File: config.mk
export PLATFORM = sky130hd
export DESIGN_NAME = serial_subtractor
export DESIGN_NICKNAME = d
export VERILOG_FILES = /design/src/rtl/serial_subtractor.sv
export SDC_FILE = /design/constraint.sdc
export NUM_CORES = 1
export LEC_CHECK = 0
export CAP_MARGIN = 20
export CORE_ASPECT_RATIO = 0.5
export CORE_UTILIZATION = 35
export DETAILED_ROUTE_END_ITERATION = 7
export HOLD_SLACK_MARGIN = 0.08
export MAX_ROUTING_LAYER = met4
export PLACE_DENSITY = 0.65
export SLEW_MARGIN = 15
export SYNTH_ARGS = -nofsm -noshare
export SYNTH_HDL_FRONTEND = slang
export SYNTH_SLANG_ARGS = --single-unit
File: constraint.sdc
create_clock -name clk -period 1.2 [get_ports clk]
set_clock_uncertainty 0.05 [all_clocks]
set_input_delay 0.24 -clock clk [delete_from_list [all_inputs] [get_ports clk]]
set_output_delay 0.24 -clock clk [all_outputs]
set_load 0.1 [all_outputs]
File: src/rtl/serial_subtractor.sv
`default_nettype none
// ============================================================================
//  Module      : serial_subtractor
//  Description : Bit-serial N-bit subtractor computing (a - b - bin), LSB
//                first, one full-subtractor evaluation per clock against a
//                registered borrow. Start/done handshake; results are held
//                until the next operation completes.
//  Ports       : clk, rst (sync, active-high)
//                start, a[WIDTH], b[WIDTH], bin  -- request and operands
//                busy, done, diff[WIDTH], bout   -- status and result
//                ovf                             -- signed overflow (optional)
//  Options     : define SERIAL_SUB_OVF_EN to add the ovf port and flop.
//  Revision    : 1.0 - initial release
// ============================================================================
module serial_subtractor #(
    parameter int WIDTH = 8
) (
    input  logic             clk,
    input  logic             rst,
    input  logic             start,
    input  logic [WIDTH-1:0] a,
    input  logic [WIDTH-1:0] b,
    input  logic             bin,
    output logic             busy,
    output logic             done,
    output logic [WIDTH-1:0] diff,
    output logic             bout
`ifdef SERIAL_SUB_OVF_EN
    ,
    output logic             ovf
`endif
);

    localparam int                CNT_W    = (WIDTH > 1) ? $clog2(WIDTH) : 1;
    localparam logic [CNT_W-1:0]  CNT_LAST = CNT_W'(WIDTH - 1);

    typedef enum logic [1:0] {
        ST_IDLE  = 2'd0,
        ST_SHIFT = 2'd1,
        ST_DONE  = 2'd2
    } state_t;

    state_t             state_q,  state_d;
    logic [WIDTH-1:0]   a_sr_q,   a_sr_d;
    logic [WIDTH-1:0]   b_sr_q,   b_sr_d;
    logic [WIDTH-1:0]   res_q,    res_d;
    logic               borrow_q, borrow_d;
    logic [CNT_W-1:0]   cnt_q,    cnt_d;
    logic [WIDTH-1:0]   diff_q,   diff_d;
    logic               bout_q,   bout_d;
    logic               done_q,   done_d;
    logic               busy_q,   busy_d;
`ifdef SERIAL_SUB_OVF_EN
    logic               ovf_q,    ovf_d;
`endif

    // Full-subtractor cell on the current LSBs and the registered borrow
    logic w_x, w_y, w_d_bit, w_br_next;

    always_comb begin
        w_x       = a_sr_q[0];
        w_y       = b_sr_q[0];
        w_d_bit   = w_x ^ w_y ^ borrow_q;
        w_br_next = (~w_x & w_y) | (~(w_x ^ w_y) & borrow_q);
    end

    always_comb begin
        state_d  = state_q;
        a_sr_d   = a_sr_q;
        b_sr_d   = b_sr_q;
        res_d    = res_q;
        borrow_d = borrow_q;
        cnt_d    = cnt_q;
        diff_d   = diff_q;
        bout_d   = bout_q;
        done_d   = 1'b0;
`ifdef SERIAL_SUB_OVF_EN
        ovf_d    = ovf_q;
`endif
        case (state_q)
            ST_IDLE: begin
                if (start) begin
                    state_d  = ST_SHIFT;
                    a_sr_d   = a;
                    b_sr_d   = b;
                    borrow_d = bin;
                    cnt_d    = '0;
                end
            end
            ST_SHIFT: begin
                res_d    = {w_d_bit, res_q[WIDTH-1:1]};
                a_sr_d   = a_sr_q >> 1;
                b_sr_d   = b_sr_q >> 1;
                borrow_d = w_br_next;
                cnt_d    = cnt_q + CNT_W'(1);
                if (cnt_q == CNT_LAST) begin
                    state_d = ST_DONE;
                    // Publish the completed result directly, including the
                    // bit being produced this cycle.
                    diff_d  = {w_d_bit, res_q[WIDTH-1:1]};
                    bout_d  = w_br_next;
                    done_d  = 1'b1;
`ifdef SERIAL_SUB_OVF_EN
                    // borrow_q here is the borrow into the MSB cell
                    ovf_d   = borrow_q ^ w_br_next;
`endif
                end
            end
            ST_DONE: begin
                state_d = ST_IDLE;
            end
            default: begin
                state_d = ST_IDLE;
            end
        endcase
        busy_d = (state_d != ST_IDLE);
    end

    always_ff @(posedge clk) begin
        if (rst) begin
            state_q  <= ST_IDLE;
            a_sr_q   <= '0;
            b_sr_q   <= '0;
            res_q    <= '0;
            borrow_q <= 1'b0;
            cnt_q    <= '0;
            diff_q   <= '0;
            bout_q   <= 1'b0;
            done_q   <= 1'b0;
            busy_q   <= 1'b0;
`ifdef SERIAL_SUB_OVF_EN
            ovf_q    <= 1'b0;
`endif
        end else begin
            state_q  <= state_d;
            a_sr_q   <= a_sr_d;
            b_sr_q   <= b_sr_d;
            res_q    <= res_d;
            borrow_q <= borrow_d;
            cnt_q    <= cnt_d;
            diff_q   <= diff_d;
            bout_q   <= bout_d;
            done_q   <= done_d;
            busy_q   <= busy_d;
`ifdef SERIAL_SUB_OVF_EN
            ovf_q    <= ovf_d;
`endif
        end
    end

    assign busy = busy_q;
    assign done = done_q;
    assign diff = diff_q;
    assign bout = bout_q;
`ifdef SERIAL_SUB_OVF_EN
    assign ovf  = ovf_q;
`endif

endmodule
`default_nettype wire

* Word-level counts from Yosys, hierarchy flattened
Cells that the tools add are included.
** Word-level totals
- Bits in registers :: 41
- Bits of input ports :: 20
** Operators by class
- Add/subtract/negate cells :: 1
- Equality and inequality tests :: 3
- Mux-type cells :: 12
- Bitwise logic cells :: 8
- Reduce and logical (&&, ||, !) cells :: 6
** Operator list (number)
- 8-bit case mux with 2 select lines :: 2
- 8-bit 2-to-1 mux :: 2
- 3-bit case mux with 2 select lines :: 1
- 2-bit 2-to-1 mux :: 2
- 2-bit case mux with 2 select lines :: 1
- 2-bit AND reduction :: 2
- 2-bit nonzero test :: 2
- 3-bit by 1-bit adder with 3-bit output, second input constant :: 1
- 3-bit equality test, second input constant :: 1
- 3-bit 2-to-1 mux :: 1
- 1-bit NOT :: 3
- 1-bit AND :: 2
- 2-bit by 1-bit equality test with 1-bit output, second input constant :: 1
- 2-bit zero test :: 1
- 1-bit 2-to-1 mux :: 2
- 2-bit != test, second input constant :: 1
- 1-bit case mux with 2 select lines :: 1
- 2-bit OR reduction :: 1
- 1-bit XOR :: 2
- 1-bit OR :: 1

* Longest topological paths before layout
Gate-level depths: netlist of run 1.
- Depth in word-level cells :: 5
- Depth in mapped cells :: 6
- Gate-level depth less buffers :: 5

* Worst setup path after synthesis of run 1
OpenSTA, ideal clock, no wires.
- Kind :: register to register
- Start :: register diff[7] (netlist name)
- End :: register diff_q[7], in the netlist diff[7]
- Arrival :: 1260 ps
- Setup slack :: -189 ps
- Cell stages (with the launch flop) :: 3
- Path buffers :: 0
- Clock period less this slack :: 1389 ps
- Path through :: dfxtp_1 > nor2_1 > a211oi_2
** RTL lines
- end signal: assignment :: RTL line 141 : diff_q <= diff_d;
- end: declaration :: RTL line 49 : logic [WIDTH-1:0] diff_q, diff_d;

* Worst setup path in the final report of run 1
- Start :: register cnt_q[0]
- End :: register bout_q, in the netlist bout
** On the way
- Cells in the longest elaborated chain, start to end :: 2
** Ends and longest elaborated chain
- start: declaration :: RTL line 48 : logic [CNT_W-1:0] cnt_q, cnt_d;
- start signal: assignment :: RTL line 140 : cnt_q <= cnt_d;
- 3-bit equality test :: RTL line 96 : if (cnt_q == CNT_LAST) begin
- 2-bit AND reduction (no source line)
- end signal: assignment :: RTL line 142 : bout_q <= bout_d;
- end: declaration :: RTL line 50 : logic bout_q, bout_d;
No other way between the ends.
A chain may end at the register's enable or synchronous reset.

==> out/qor.yml, run 1 <==
die:
  die_area_sq_um: 5298
  die_x_microns: 101.9
  rows: 17
  io_pins: 31
  die_h_microns: 51.97
  start_util: 0.3804
  core_sq_um: 4594
layout:
  fin_cells: 279
  layout_common_cells: "nand2_1 (28), dfxtp_1 (24), a211oi_2 (17), clkdlybuf4s50_1 (17), nor2_2 (16)"
  flow.area_growth_from_synthesis_pct: 45.10
  num_antenna_cells: 0
  fin_util: 0.5520
  drive_above_1_share: 0.4601
  fill_cells: 404
  final_common_cell: "nand2_1"
  nets: 235
yosys:
  synth_cells: 167
  ys_seq_elements: 40
  syn-num-nets: 190
  synth_seq_area_share: 0.4581
  synth_top_area_frac: 0.4581
  ys_warn_count: 0
  avgSynthCellArea_sq_um: 10.47
  synthTopCellsByArea: "dfxtp_1 (46%), a211oi_2 (12%), mux2i_1 (9.2%), nand2_1 (6.0%), nor2_2 (5.4%)"
  syn_area_sq_um: 1748
  yosys.area.top_type: "dfxtp_1"
  synth_cell_types: 24
power:
  peakVddDrop_mv: 0.4696
  cellPowerDensity_nw_per_um2: 1104
  leakagePower_uw: 0.0009894
sta:
  report.final.slew_viol_count: 0
  setup_slack_ps: -32.12
  timing.fmax_ghz: 0.8116
  rsz0062_at_grt: "true"
  slew_headroom: 0.8548
  setup_tns_ps: -190.9
  fin_crit_ps: 1232
  worst-slew-pin-transition_ps: 211.8
  post-route-period-util: 1.027
  whs_ps: 324.6
  finalHoldViolCount: 0
  finalSetupViolations: 10
detailed_routing:
  wire_per_inst_microns: 12.07
  top_layer_used: "met4"
  wl_met1_microns: 1697
  viasPerCell: 4.692
  num_vias: 1309
  routed-wl-met3_microns: 112
  ant_nets: 0
  wl_met2_microns: 1519
  dr.pass1.iters: 4
  drtIter0Drc: 43
  drt-total-wl_microns: 3368
  drc: 0
cts:
  clock_latency_ps: 290
  cts_tree: "done"
  clock-sinks: 40
  htree_levels: 2
  cts_buffer_depth: 2
  cts_buffers: 5
  root_buffer: "clkbuf_8"
  cts_hold_buf: 0
  clk_pin_slew_ps: 80
place:
  dp_slack_ps: -282.5
  placed_cells: 263
  numPortBuffers: 30
  dp_hpwl_microns: 2083
  globalplace.congestion: 0.6433
min_path:
  worstHoldPathType: "in2reg"
worst_setup_path:
  critPathCaptureType: "register"
  cp_max_fo: 5
  crit_path_start_kind: "register"
  critPathKind: "reg2reg"
  arrival_ps: 1390
  worstPathRequired_ps: 1360
global_routing:
  overflow: 0
  first_global_vias: 1170
  track_usage: 0.1415
  grt_max_degree: 41
  grt_pass1_wl_microns: 5416
  antenna_found_initial: 0
job:
  cap_violations: 0
outcome:
  status: "finished with violations"
  violations: "negative setup slack"
==> metrics by stage <==
step,power [uW],instance area (sq um)
2_1_floorplan,1755,1792
3_3_place_gp,1879,2295
3_5_place_dp,1889,2295
4_1_cts,2805,2441
5_1_grt,2935,2536
6_report,2800,2536
==> Yosys cell counts <==
| library cell | count |
|---|---|
| clkbuf_1 | 3 |
| buf_4 | 2 |
| a211oi_1 | 1 |
| o21ba_4 | 1 |
| nor2_2 | 15 |
| and2b_1 | 1 |
| o21bai_4 | 1 |
| nor3b_1 | 1 |
| inv_1 | 1 |
| a211oi_2 | 17 |
| nand3b_2 | 1 |
| nand2b_1 | 1 |
| buf_12 | 2 |
| ha_1 | 2 |
| mux2i_1 | 16 |
| buf_6 | 3 |
| fa_1 | 1 |
| dfxtp_1 | 40 |
| a22oi_1 | 4 |
| nor2_1 | 10 |
| nand2_1 | 28 |
| and3b_1 | 1 |
| a21oi_1 | 14 |
| buf_2 | 1 |
==> timing repair <==
item / 4_1_cts / 5_1_grt
buffers inserted: 1 / 3
pin swaps: 9 / 7
gates cloned: 2 / 2
setup endpoints to repair: 19 / 27
gates resized for setup: 7 / 9
==> cells by family after synthesis <==
| kind of cell | synth area share |
|---|---|
| fa+ha+maj | 0.02577 |
| buf+inv | 0.06227 |
| simple gates | 0.1589 |
| flops | 0.4581 |
| mux | 0.09162 |
| compound gates | 0.2033 |
==> flip-flops by register name, summed over array words and instances, names as in the netlist <==
name,flops
a_sr_q,8
b_sr_q,8
diff,8
res_q,7
cnt_q,3
state_q,2
borrow_q,1
bout,1
busy,1
done,1
==> report_power, final <==
group          switching, uW  leakage (uW)  internal, uW
Combinational            212      0.000604           248
Sequential              46.9      0.000335          1390
Clock                    444     0.0000510           458
Total                    703      0.000989          2100
==> critical path, stage by stage (launching register included) <==
cell	delay (ps)
dfxtp_2	340
ha_4	160
ha_4	160
buf_4	160
nand3b_4	110
nand2_1	60
a21oi_1	120
==> cell type report <==
type                    instances  area, sq um  area share
clock inverters                 2        10.01    0.003947
clock buffers                   6        82.58     0.03256
well taps                      66        82.58     0.03256
flip-flops and latches         40        823.3      0.3246
repair buffers                 47        615.6      0.2427
inverters                       1        3.754    0.001480
multi-input cells             117        918.4      0.3621
==> routing by layer <==
| layer | global-route usage | vias up |
|---|---|---|
| met5 | - | - |
| met4 | 0.05714 | 0 |
| met3 | 0.04435 | 5 |
| met2 | 0.2162 | 24 |
| met1 | 0.1756 | 612 |
| li1 | - | 668 |
==> path summary, 6_finish.rpt <==
kind	startpoint	endpoint	slack (ps)	depth (start not counted)
max	cnt_q[0]	bout	-30	6
min	rst	diff[5]	320	3
max reg2reg	cnt_q[0]	bout	-30	6
min reg2reg	res_q[1]	diff[0]	400	2
No activity file was read; power rests on OpenSTA's default activity.
==> run 2: changes to the inputs <==
- ABC_AREA: not set -> 1
==> out/qor.yml, run 2 <==
layout:
  drive_above_1_share: 0.3050
  multi_input_area_sq_um: 832.0
  final_common_cell: "nand2_1"
  fin_cells: 348
  layout_common_cells: "nand2_1 (38), nor2_1 (30), inv_1 (29)"
  flow.area_growth_from_synthesis_pct: 53.98
  register_area_sq_um: 818.3
  num_antenna_cells: 0
  fill_cells: 397
  nets: 304
sta:
  timing.fmax_ghz: 0.7454
  whs_ps: 417.5
  rsz0062_at_grt: "true"
  setup_slack_ps: -141.7
  fin_crit_ps: 1342
  report.final.slew_viol_count: 0
  worst-slew-pin-transition_ps: 218.6
  slew_headroom: 0.8542
  finalHoldViolCount: 0
  post-route-period-util: 1.118
  finalSetupViolations: 9
power:
  power.internal_uw: 2378
  p_switching_uw: 765.6
  cellPowerDensity_nw_per_um2: 1181
  clkPwrFrac: 0.384
  switching_share: 0.2436
  p_seq_frac: 0.462
  leakagePower_uw: 0.001164
  combinationalPowerShare: 0.154
  peakVddDrop_mv: 0.4908
outcome:
  violations: "negative setup slack"
  status: "finished with violations"
global_routing:
  first_global_vias: 1366
  grt_pass1_wl_microns: 6279
  track_usage: 0.1642
  overflow: 0
  grt_max_degree: 23
  antenna_found_initial: 0
die:
  die_x_microns: 101.4
  rows: 17
  core_sq_um: 4573
  die_h_microns: 51.70
  io_pins: 31
  die_area_sq_um: 5242
  start_util: 0.3781
place:
  numPortBuffers: 30
  globalplace.congestion: 0.7399
  dp_hpwl_microns: 2498
  placed_cells: 331
  dp_slack_ps: -321.9
worst_setup_path:
  critPathKind: "reg2reg"
  arrival_ps: 1480
  worstPathRequired_ps: 1340
  cp_max_fo: 8
  critPathCaptureType: "register"
  crit_path_start_kind: "register"
yosys:
  synth_cells: 231
  ys.flop_type: "dfxtp_1"
  synth_cell_types: 21
  synth_async_sr_flop_share: 0
  syn-num-nets: 254
  ys_warn_count: 0
  synth_common_cells: "dfxtp_1 (40), nand2_1 (39), inv_1 (32), nor2_1 (32), nand3_1 (21)"
  synth-edff-count: 0
  syn_area_sq_um: 1729
  synthTopCellsByArea: "dfxtp_1 (46%), nand2_1 (8.5%), inv_1 (6.9%), nor2_1 (6.9%), nand3_1 (6.1%)"
  synth_top_area_frac: 0.4631
  synth_seq_area_share: 0.4631
  yosys.area.top_type: "dfxtp_1"
  synth_most_common_cell: "dfxtp_1"
  avgSynthCellArea_sq_um: 7.486
  ys_seq_elements: 40
detailed_routing:
  num_vias: 1584
  drc: 0
  drt-total-wl_microns: 3983
  wire_per_inst_microns: 11.45
  drtIter0Drc: 46
  dr.pass1.iters: 4
  ant_nets: 0
  viasPerCell: 4.552
cts:
  clock_latency_ps: 290
  cts_tree: "done"
  clk_pin_slew_ps: 80
  cts_hold_buf: 0
  clock-sinks: 40
  cts_buffers: 5
  root_buffer: "clkbuf_8"
  htree_levels: 2
  cts_buffer_depth: 2
min_path:
  worstHoldPathType: "reg2reg"
job:
  cap_violations: 0
-- run 2: cells by family after synthesis --
group / synth area share
AND/OR/NAND/NOR: 0.2453
buffers and inverters: 0.1187
AO/OA/AOI/OAI: 0.1469
flip-flops: 0.4631
adder cells (fa/ha/maj): 0.02605
-- run 2: cell type report --
type,instances,share of cell area
Multi-Input combinational cell,147,0.3125
Clock inverter,1,0.01128
Inverter,34,0.04981
Tap cell,66,0.03102
Sequential cell,40,0.3073
Clock buffer,7,0.03618
Timing Repair Buffer,53,0.2519
-- run 2: critical path, stage by stage, from the launching register on --
cell	delay (ps)
dfxtp_2	350
ha_4	160
ha_4	160
nand2_4	70
nor2_4	40
buf_12	130
buf_6	110
o21ai_2	100
nor2_1	60
-- run 2: per-stage QoR --
step / area, sq um / setup TNS [ps] / power (uW) / util
2_1_floorplan: 1773 / -92.29 / 1732 / -
3_3_place_gp: 2359 / -5819 / 1892 / 0.5157
3_5_place_dp: 2359 / -6859 / 1909 / 0.5157
4_1_cts: 2509 / -983.5 / 3132 / 0.5486
5_1_grt: 2663 / -1557 / 3288 / 0.5822
6_report: 2663 / -940.2 / 3144 / 0.5822
-- run 2: power groups by stage --
stage               combinational, uW  sequential, uW  clock [uW]
floorplan                         248            1480           0
CTS                               446            1450        1240
finish                            484            1450        1210
global route                      539            1460        1290
detailed placement                432            1480           0
global placement                  417            1470           0
-- run 2: repair_timing --
action,in CTS,in global routing
gates cloned,1,2
endpoints found under the setup margin,15,33
gates resized for setup,7,26
pin swaps,7,6
setup buffers,1,5
-- run 2: worst paths after layout --
check             startpoint        end  slack [ps]  cells after the start
setup / recovery    cnt_q[1]    diff[2]        -140                      8
hold / removal     b_sr_q[4]  b_sr_q[4]         420                      2
setup reg to reg    cnt_q[1]    diff[2]        -140                      8
hold reg to reg    b_sr_q[4]  b_sr_q[4]         420                      2
-- run 2: layer usage --
layer	GRT usage	part of all wire	up-vias
li1	-	-	826
met1	0.1972	0.45	720
met2	0.2766	0.50	35
met3	0.04032	0.041	3
met4	0.05072	0.0063	0
met5	-	0	-
==> run 3: changes to the inputs <==
- CORE_UTILIZATION: 35 -> 45
- PLACE_DENSITY: 0.65 -> 0.79
==> out/qor.yml, run 3 (same netlist as run 2, synthesis figures left out) <==
die:
  rows: 15
  start_util: 0.4875
  die_area_sq_um: 4109
  die_x_microns: 89.67
  die_h_microns: 45.83
  core_sq_um: 3547
  io_pins: 31
cts:
  clock-sinks: 40
  root_buffer: "clkbuf_8"
  cts_tree: "done"
  htree_levels: 2
  cts_buffer_depth: 2
  clk_pin_slew_ps: 80
  cts_hold_buf: 0
  clock_latency_ps: 300
  cts_buffers: 5
sta:
  timing.fmax_ghz: 0.7442
  finalSetupViolations: 24
  rsz0062_at_grt: "true"
  fin_crit_ps: 1344
  setup_slack_ps: -143.7
  post-route-period-util: 1.120
  report.final.slew_viol_count: 0
  finalHoldViolCount: 0
  slew_headroom: 0.8396
  whs_ps: 417.3
  worst-slew-pin-transition_ps: 239.8
layout:
  final_common_cell: "nand2_1"
  flow.area_growth_from_synthesis_pct: 48.84
  nets: 301
  num_antenna_cells: 0
  layout_common_cells: "nand2_1 (38), inv_1 (30), nor2_1 (29)"
  final_area_sq_um: 2574
  drive_above_1_share: 0.2760
global_routing:
  track_usage: 0.2317
  grt_pass1_wl_microns: 6630
  first_global_vias: 1541
  antenna_found_initial: 0
  overflow: 0
  grt_max_degree: 23
detailed_routing:
  drt-total-wl_microns: 4474
  drtIter0Drc: 162
  drc: 0
  viasPerCell: 5.058
  num_vias: 1669
  ant_nets: 0
  dr.pass1.iters: 4
  wire_per_inst_microns: 13.56
worst_setup_path:
  crit_path_start_kind: "register"
  worstPathRequired_ps: 1340
  arrival_ps: 1480
  critPathCaptureType: "register"
  cp_max_fo: 8
  critPathKind: "reg2reg"
place:
  dp_hpwl_microns: 2616
  placed_area_sq_um: 2327
  globalplace.congestion: 0.7953
  numPortBuffers: 30
power:
  p_total_uw: 3044
  leakagePower_uw: 0.001133
  cellPowerDensity_nw_per_um2: 1183
  peakVddDrop_mv: 0.5332
min_path:
  worstHoldPathType: "reg2reg"
outcome:
  violations: "negative setup slack"
  status: "finished with violations"
job:
  cap_violations: 0
==> run 3: cell count changes in the layout (fill, tap and decap cells not counted), sizes merged <==
cell    previous run  this run
buf               33        30
inv               34        33
clkbuf             8         7
clkinv             0         2
==> run 3: final timing paths <==
kind                            startpoint   endpoint  slack [ps]  depth (start not counted)
worst min-delay path             a_sr_q[1]  a_sr_q[1]         420                          2
worst max register to register    cnt_q[0]    diff[7]        -140                          7
worst min register to register   a_sr_q[1]  a_sr_q[1]         420                          2
worst max-delay path              cnt_q[0]    diff[7]        -140                          7
==> run 3: worst max-delay path, cell delays in order, from the launching register on <==
cell     delay [ps]
dfxtp_2         340
ha_4            160
ha_4            150
nand2_4          70
nor2_4           40
buf_12          130
o21ai_0         200
a21oi_1          70
==> run 3: power by group <==
part           total, uW  internal [uW]  switching [uW]
sequential          1450           1400            51.8
combinational        489            233             256
clock               1100            617             484
total               3040           2250             792
==> run 3: final cells by class <==
type	instances	area, sq um
Clock inverter	2	35.03
Clock buffer	6	72.57
Inverter	34	135.1
Fill cell	233	973.4
Multi-Input combinational cell	147	813.3
Sequential cell	40	818.3
Timing Repair Buffer	50	635.6
Tap cell	51	63.81
==> run 3: layer usage <==
metal | GRT usage | wire length, microns | vias up
met1 | 0.2448 | 1828 | 767
met4 | 0.1683 | 170 | 0
met2 | 0.3909 | 2259 | 59
li1 | - | - | 823
met5 | - | 0 | -
met3 | 0.05616 | 215 | 20
==> run 3: per-stage QoR <==
stage | worst slack [ps] | setup TNS, ps | util | std cells
2_1_floorplan | -22.75 | -92.29 | - | 231
3_3_place_gp | -275.9 | -5536 | 0.6561 | 316
3_5_place_dp | -333.1 | -6816 | 0.6561 | 316
4_1_cts | -101.5 | -663.9 | 0.6931 | 326
5_1_grt | -196.3 | -2422 | 0.7256 | 330
6_report | -143.7 | -1231 | 0.7256 | 330
==> run 3: repair_timing <==
action                                  CTS  global route
hold endpoints to repair                  0             0
setup buffers                             1             2
cloned                                    1             2
endpoints found under the setup margin   28            32
resized for setup                         6            23
pin swaps                                 3             9
==> patch, RTL diff (flow settings as in run 2) <==
Change the parameter `WIDTH` from 8 to 16.
--- a/src/rtl/serial_subtractor.sv
+++ b/src/rtl/serial_subtractor.sv
@@ -13,7 +13,7 @@
 //  Revision    : 1.0 - initial release
 // ============================================================================
 module serial_subtractor #(
-    parameter int WIDTH = 8
+    parameter int WIDTH = 16
 ) (
     input  logic             clk,
     input  logic             rst,
Interface: changed (resized a, b and diff); port bits go from 31 to 55. The function was not compared with the original's and may differ.
==> patch against run 2 <==
The flow still finishes with violations (setup timing); setup slack gained 0.11 ns; total power grew 95%; count of clock-buffer cells in the layout grew 7; wire length grew 99%; hold slack lost 0.011 ns; design area grew 78%; area after synthesis grew 77%; sequential cell count grew 33; critical endpoint is now b_sr_q[0]$_SDFFE_PP0P_; largest cell class is now sequential cells; largest power group is now the clock network.
==> patch: results (changes against run 2) <==
[grt]
track_usage_pct = 17.85  ; was 16.42%
use_met3_pct = 5.704  ; was 4.032%
grt_util_met2_pct = 28.95  ; was 27.66%
grt_pass1_wl_mm = 12.05  ; was 6.279 mm
grt_max_degree = 35  ; was 23
grt_pass1_vias = 2550  ; was 1366
use_met1_pct = 20.91  ; was 19.72%

[worst_setup_path]
slowest_delay_ns = 0.38  ; was 0.35 ns
path_max_fanout = 9  ; was 8
slowest_stage = dfxtp_4  ; was dfxtp_2
r2r-start = state_q[0]$_SDFF_PP0_  ; was cnt_q[1]$_SDFFE_PP0P_
r2r_end = b_sr_q[0]$_SDFFE_PP0P_  ; was diff[2]$_SDFFE_PP0P_
cp.arrival_ns = 1.45  ; was 1.48 ns

[drt]
wl_met3_um = 372  ; was 164 um
wl_per_cell_um = 12.54  ; was 11.45 um
wl_met2_mm = 3.782  ; was 1.995 mm
dr_total_vias = 2942  ; was 1584
drtPass1Iterations = 5  ; was 4
drtIter0Drc = 144  ; was 46

[power_and_ir_drop]
p_leak_nw = 2.045  ; was 1.164 nW
ir_worst_vdd_mv = 0.8071  ; was 0.4908 mV
comb-power_mw = 0.805  ; was 0.484 mW
comb_power_share_pct = 13.1  ; was 15.4%
pwr-share-clk_pct = 44.5  ; was 38.4%
p_sw_mw = 1.433  ; was 0.7656 mW

[logic_synthesis]
netlist_instances = 442  ; was 231
synth_area_mm2 = 0.003067  ; was 0.001729 mm^2
synthTopCellsByArea = dfxtp_1, nand3_1, nand2_1  ; was dfxtp_1, nand2_1, inv_1
synth_compound_area_share_pct = 8.650  ; was 14.69%
seq_area_frac_synth_pct = 47.65  ; was 46.31%
synth.most_common_cell = nand2_1  ; was dfxtp_1
yosysUniqueCellTypes = 18  ; was 21
yosys.area_share.adder_pct = 1.061  ; was 2.605%
synth_nets = 480  ; was 254

[timing]
finalSetupViolations = 10  ; was 9
worst_slack_ns = -0.03209  ; was -0.1417 ns
maxSlewHeadroom_pct = 79.02  ; was 85.42%
holdWs_ns = 0.4065  ; was 0.4175 ns

[finish]
nonClkBufAreaFrac_pct = 24.23  ; was 25.19%
multi_input_area_share_pct = 30.13  ; was 31.25%
sh_seq_area_pct = 31.64  ; was 30.73%
clock_buffers = 14  ; was 7
fillCellCount = 748  ; was 397
n_all_inverters = 56  ; was 34
nNonClkBuffers = 88  ; was 53

[place]
portBuffers = 54  ; was 30
place_area_mm2 = 0.004088  ; was 0.002359 mm^2
placed_cells = 605  ; was 331
dp_slack_ns = -0.2888  ; was -0.3219 ns
place.gp.congestion = 0.8174  ; was 0.7399

[cts]
h-tree-depth = 3  ; was 2
cts_buffers = 9  ; was 5
cts_resized = 16  ; was 7
cts-root-buf = clkbuf_16  ; was clkbuf_8

[run_status]
outcome = finished, violations left  ; unchanged
violations = setup timing  ; unchanged

[worst_hold_path]
worstHoldStart = res_q[14]$_SDFFE_PP0P_  ; was b_sr_q[4]$_SDFFE_PP0P_

## patch: worst max-delay path by stage
| stage | from | to | depth (start not counted) |
|---|---|---|---|
| after global placement | rst | diff[5]$_SDFFE_PP0P_ | 5 |
| after global routing | state_q[0]$_SDFF_PP0_ | b_sr_q[0]$_SDFFE_PP0P_ | 8 |
| after floorplan | busy$_SDFF_PP0_ | busy | 0 |
| final | state_q[0]$_SDFF_PP0_ | b_sr_q[0]$_SDFFE_PP0P_ | 8 |
| after detailed placement | rst | bout$_SDFFE_PP0P_ | 5 |
| after CTS | a_sr_q[0]$_SDFFE_PP0P_ | diff[15]$_SDFFE_PP0P_ | 5 |
## patch: cells by family after synthesis
kind of cell             count (synthesis)
flip-flops                              73
AND/OR/NAND/NOR                        231
adder cells (fa/ha/maj)                  2
AO/OA/AOI/OAI                           53
buffers and inverters                   83
